**src/rtl/spi_slave_rx.sv**
```systemverilog
// spi_slave_rx
//   SPI mode-0 slave. It deserialises MSB-first WIDTH-bit words from MOSI into a
//   holding register with a valid/ready handshake. At the same time it shifts a
//   response word out on MISO. All SPI inputs are synchronised into the clk
//   domain through identical SYNC_STAGES chains, so they stay mutually aligned.
//
// Ports
//   clk, reset  : system clock, asynchronous active-high reset
//   spi_cs      : chip select, active low
//   spi_sclk    : serial clock from master, idle low
//   spi_mosi    : serial data from master
//   spi_miso    : serial response data to master
//   tx_data     : response word, captured at frame start and on word wrap
//   rx_data     : last received word (holding register)
//   rx_valid    : rx_data holds an unconsumed word
//   rx_ready    : consumer accepts rx_data when rx_valid & rx_ready
//   overrun     : 1-cycle pulse, completed word dropped because holding register full
//   frame_err   : 1-cycle pulse, chip select released mid-word
//   bit_count   : bits received in the current word, 0..WIDTH-1
module spi_slave_rx #(
  parameter int unsigned WIDTH       = 16,
  parameter int unsigned SYNC_STAGES = 2
) (
  input  logic             clk,
  input  logic             reset,
  input  logic             spi_cs,
  input  logic             spi_sclk,
  input  logic             spi_mosi,
  output logic             spi_miso,
  input  logic [WIDTH-1:0] tx_data,
  output logic [WIDTH-1:0] rx_data,
  output logic             rx_valid,
  input  logic             rx_ready,
  output logic             overrun,
  output logic             frame_err,
  output logic [4:0]       bit_count
);

  typedef enum logic {IDLE, ACTIVE} state_t;

  localparam logic [4:0] LAST_BIT = 5'(WIDTH - 1);

  state_t state, state_n;

  logic [SYNC_STAGES-1:0] cs_sync, sclk_sync, mosi_sync;
  logic cs_s, sclk_s, mosi_s;
  logic cs_d, sclk_d;
  logic cs_fall, cs_rise, sclk_rise, sclk_fall;

  logic [WIDTH-1:0] tx_sh, tx_sh_n;
  logic [WIDTH-2:0] rx_sh, rx_sh_n;
  logic [WIDTH-1:0] rx_word;
  logic [WIDTH-1:0] rx_data_n;
  logic [4:0]       bit_cnt_n;
  logic             rx_valid_n, overrun_n, frame_err_n;

  assign cs_s   = cs_sync[SYNC_STAGES-1];
  assign sclk_s = sclk_sync[SYNC_STAGES-1];
  assign mosi_s = mosi_sync[SYNC_STAGES-1];

  assign cs_fall   =  cs_d   & ~cs_s;
  assign cs_rise   = ~cs_d   &  cs_s;
  assign sclk_rise = ~sclk_d &  sclk_s;
  assign sclk_fall =  sclk_d & ~sclk_s;

  // MISO is the top of the tx shifter; clearing the shifter idles the line low.
  assign spi_miso = tx_sh[WIDTH-1];
  assign rx_word  = {rx_sh, mosi_s};

  always_ff @(posedge clk or posedge reset) begin
    if (reset) begin
      cs_sync   <= '1;
      sclk_sync <= '0;
      mosi_sync <= '0;
      cs_d      <= 1'b1;
      sclk_d    <= 1'b0;
    end else begin
      cs_sync   <= {cs_sync[SYNC_STAGES-2:0], spi_cs};
      sclk_sync <= {sclk_sync[SYNC_STAGES-2:0], spi_sclk};
      mosi_sync <= {mosi_sync[SYNC_STAGES-2:0], spi_mosi};
      cs_d      <= cs_s;
      sclk_d    <= sclk_s;
    end
  end

  always_ff @(posedge clk or posedge reset) begin
    if (reset) begin
      state     <= IDLE;
      tx_sh     <= '0;
      rx_sh     <= '0;
      rx_data   <= '0;
      rx_valid  <= 1'b0;
      overrun   <= 1'b0;
      frame_err <= 1'b0;
      bit_count <= '0;
    end else begin
      state     <= state_n;
      tx_sh     <= tx_sh_n;
      rx_sh     <= rx_sh_n;
      rx_data   <= rx_data_n;
      rx_valid  <= rx_valid_n;
      overrun   <= overrun_n;
      frame_err <= frame_err_n;
      bit_count <= bit_cnt_n;
    end
  end

  always_comb begin
    state_n     = state;
    tx_sh_n     = tx_sh;
    rx_sh_n     = rx_sh;
    rx_data_n   = rx_data;
    rx_valid_n  = rx_valid;
    overrun_n   = 1'b0;
    frame_err_n = 1'b0;
    bit_cnt_n   = bit_count;

    // Consumer handshake; a completion in the same cycle overrides this below.
    if (rx_valid && rx_ready)
      rx_valid_n = 1'b0;

    unique case (state)
      IDLE: begin
        if (cs_fall) begin
          state_n   = ACTIVE;
          tx_sh_n   = tx_data;
          rx_sh_n   = '0;
          bit_cnt_n = '0;
        end
      end
      ACTIVE: begin
        if (cs_rise) begin
          state_n     = IDLE;
          tx_sh_n     = '0;
          rx_sh_n     = '0;
          bit_cnt_n   = '0;
          frame_err_n = (bit_count != '0);
        end else if (sclk_rise) begin
          rx_sh_n = rx_word[WIDTH-2:0];
          if (bit_count == LAST_BIT) begin
            bit_cnt_n = '0;
            if (!rx_valid || rx_ready) begin
              rx_data_n  = rx_word;
              rx_valid_n = 1'b1;
            end else begin
              overrun_n = 1'b1;
            end
          end else begin
            bit_cnt_n = bit_count + 5'd1;
          end
        end else if (sclk_fall) begin
          // bit_count is 0 on a fall only right after a word wrapped: reload.
          if (bit_count == '0)
            tx_sh_n = tx_data;
          else
            tx_sh_n = {tx_sh[WIDTH-2:0], 1'b0};
        end
      end
      default: state_n = IDLE;
    endcase
  end

endmodule

```
**config.mk**
```make
export PLATFORM = sky130hd
export DESIGN_NAME = spi_slave_rx
export DESIGN_NICKNAME = d
export VERILOG_FILES = /design/src/rtl/spi_slave_rx.sv
export SDC_FILE = /design/constraint.sdc
export NUM_CORES = 1
export LEC_CHECK = 0
export CAP_MARGIN = 20
export CORE_UTILIZATION = 34
export CTS_CLUSTER_SIZE = 30
export DETAILED_ROUTE_END_ITERATION = 10
export GPL_TIMING_DRIVEN = 0
export PLACE_DENSITY = 0.61
export SYNTH_ARGS = -nofsm -noshare
export SYNTH_HDL_FRONTEND = slang
export SYNTH_SLANG_ARGS = --single-unit
export TNS_END_PERCENT = 30
```
**constraint.sdc**
```tcl
create_clock -name clk -period 3.75 [get_ports clk]
set_input_delay 0.75 -clock clk [delete_from_list [all_inputs] [get_ports clk]]
set_output_delay 0.75 -clock clk [all_outputs]
set_load 0.02 [all_outputs]
```
==> results.md <==
- Status: finished, final reports clean
- Reg power frac: 47.5%
- Critical path depth: 1
- Routability-driven placement congestion ratio: 0.727
- N_diodes: 0
- CP endpoint kind: output pin
- Hold depth: 0
- DRT Wirelength: 5.41 mm
- Total grt overflow: 0
- HP Class: reg -> reg
- Crit path kind: reg -> out
- Post-layout min period: 2170 ps
- Yosys cell types: 32
- CP max-delay cell: clkdlybuf4s50_1
- Num Clock Sinks: 64
- Worst EP required: 3000 ps
- Worst Path Max Fanout: 6
- CTS tree: built
- Setup Buffers After CTS: 0
- Sequential Area: 1610 um^2
- Die W: 91.7 um
- Routed vias/inst: 4.99
- Sw power: 426 uW
- Area of the multi-input gates: 1040 um^2
- Syn nets: 235
- Worst R2R Path Depth: 6
- Sequential area share after synthesis: 58.7%
- Num rows: 32
- CP bufs+invs: 1
- Combinational power share: 16.7%
- GRT Util Overall: 14.5%
- RSZ-0062 raised after global routing: false
- Layout area overhead: 29.6%
- Leakage power: 1.64 nW
- Number of max-cap violations: 0
- Worst Max-Slew Pin Slew: 533 ps
- WL/cell: around 14 um
- Core area: 7770 um^2
- Crit-path cells: clkdlybuf4s50_1
- Highest Clock Rate: 460 MHz
- First-pass GRT wire length: 9.23 mm
- Clock Power Share: 35.8%
- Layout cells sized above 1: 17.2%
- Antenna-violating nets left: 0
- DRC: 0
- Die height: 91.7 um
- Final WS setup: ~1600 ps
- CTS Buffer Depth: 2
- Switching Fraction: 25.7%
- Critical Path Start Type: register
- Arrival time worst endpoint: about 1400 ps
- DRT iter0 DRCs: around 100
- I/O Buffers: 46
- Share of the synthesized area in the top cell type: 55.8%
- Clock slew at reported path FFs: 60 ps
- EDFF count, synth: 0
- Worst IR Drop VDD: 162 uV
- Initial antenna violation count: 0
- Max-slew violations: 0
- CP max stage delay: 650 ps
- Fill cells: 740
- Final setup violation count: 0
- Async SR Flop Fraction: 100%
- #FFs+latches synth: 64
- Dpl hpwl: 3.65 mm
- Router iterations before antenna repair: 4
- PostCTS Resize Cnt: 0
- Via count: 1877
- Most frequent cell after synthesis: dfrtp_1
- Hold-fix buffers, CTS: 0
- Hold Fails Final Rpt: 0
- Mean Syn Cell Area: 13.0 um^2
- Setup TNS: 0 ps
- Most common library cells after synthesis: dfrtp_1 (61), nor2_1 (19), a22o_1 (16), o21a_1 (16), o22ai_1 (16)
- Syn Std Cell Area: 2730 um^2
- Die ar.: 8400 um^2
- Initial Util: 35.2%
- Root Driver: clkbuf_8
- Pwr Density: 468 nW/um^2
- Synth area leader: dfrtp_1
- H-tree depth: 3
- Hold Slack: between 300 and 400 ps
- Clk Latency, worst-skew pair: between 300 and 400 ps
- Vias in the first global route: 1870
- Synth area leaders: dfrtp_1 (56%), mux2_4 (5.5%), mux2i_1 (5.5%)
- CTS Buf Count: 9
- Dpl ws: roughly 1600 ps
- I/O pin count: 47
- Count of yosys warnings during synthesis: 0
- Synth Flop Type: dfrtp_1
- Slew HR: 64.4%
- Synthesized instance count: 211
- Largest net degree at the start of global routing: 43
- Nets: 293
- Final worst path period share: a little under 60%
- Final Skew: 8.75 ps
- Crit path max-delay family: buffers and inverters
- Internal cell power: 1.23 mW
-- registers in the layout, summed over array words and instances (netlist names) --
| signal | cells |
|---|---|
| bit_count | 5 |
| mosi_sync | 2 |
| tx_sh | 16 |
| rx_sh | 15 |
| cs_d | 1 |
| rx_data | 16 |
| rx_valid | 1 |
| cs_sync | 2 |
| sclk_d | 1 |
| overrun | 1 |
| frame_err | 1 |
| state | 1 |
| sclk_sync | 2 |
-- routing by layer --
metal  GRT usage, %  vias to the layer above  part of all wire (%)
met3           4.73                        8                   4.3
met5              0                        -                     0
met1           19.9                      954                    48
met2           20.3                       29                    46
li1               -                      886                     -
met4           7.54                        0                   1.8
-- layout make-up --
| cell class | count | area share [%] |
|---|---|---|
| tap | 102 | 3.60 |
| timing repair buffer | 47 | 13.6 |
| sequential | 64 | 45.3 |
| multi-input combinational | 130 | 29.4 |
| buffer | 13 | 1.98 |
| clock buffer | 13 | 4.48 |
| clock inverter | 3 | 1.20 |
| inverter | 4 | 0.424 |
-- layout by cell type, fill, tap and decap left out, types with 2 or more instances in the layout --
cell type / synthesis / routed
mux2_4: 10 / 10
mux2_2: 8 / 8
nand3_1: 2 / 2
ha_1: 2 / 2
inv_1: 3 / 2
buf_2: 2 / 2
a22o_1: 16 / 16
dfstp_2: 3 / 3
o22ai_1: 16 / 16
nand2_1: 4 / 4
mux2i_1: 15 / 15
inv_2: 1 / 2
a21oi_1: 3 / 3
nor3_1: 2 / 2
dfrtp_1: 61 / 61
buf_4: 3 / 3
o21a_1: 16 / 16
nor2_1: 19 / 19
clkbuf_1: 7 / 9
clkbuf_8: 0 / 11
clkdlybuf4s50_1: 0 / 46
nand2b_1: 6 / 6
-- metrics by stage --
step | instances | power (mW) | instance area (um^2) | util, %
6_report | 376 | 1.66 | 3540 | 45.6
4_1_cts | 376 | 1.68 | 3540 | 45.6
2_1_floorplan | 211 | 0.990 | 2730 | -
3_3_place_gp | 359 | 1.07 | 3320 | 42.8
5_1_grt | 376 | 1.75 | 3540 | 45.6
3_5_place_dp | 360 | 1.08 | 3340 | 43.0
-- path summary, 6_finish.rpt --
check                                          from                 endpoint  slack [ps]
max in group asynchronous                     reset     rx_sh[6]$_DFFE_PP0P_        2370
max                        bit_count[2]$_DFFE_PP0P_             bit_count[2]        1580
min                          sclk_sync[0]$_DFF_PP0_   sclk_sync[1]$_DFF_PP0_         350
min reg2reg                  sclk_sync[0]$_DFF_PP0_   sclk_sync[1]$_DFF_PP0_         350
min in group asynchronous                     reset    tx_sh[15]$_DFFE_PP0P_         780
max reg2reg                          cs_d$_DFF_PP1_  rx_data[13]$_DFFE_PP0P_        1730
-- cells by family (layout without fill, tap and decap cells) --
family	Yosys count	count (layout)	share of synthesized area, %
flip-flops	64	64	58.7
multiplexers	33	33	14.3
AND/OR/NAND/NOR	42	42	8.61
AO/OA/AOI/OAI	53	53	14.4
adder cells (fa/ha/maj)	2	2	0.915
buffers and inverters	17	80	3.11
-- power by group through the flow --
| stage | clock [mW] | combinational [mW] | sequential, mW |
|---|---|---|---|
| 3_5_place_dp | 0 | 0.279 | 0.802 |
| 4_1_cts | 0.612 | 0.281 | 0.789 |
| 5_1_grt | 0.647 | 0.304 | 0.797 |
| 2_1_floorplan | 0 | 0.187 | 0.802 |
| 3_3_place_gp | 0 | 0.271 | 0.799 |
| 6_report | 0.594 | 0.277 | 0.788 |
No activity file was read; power rests on OpenSTA's default activity.
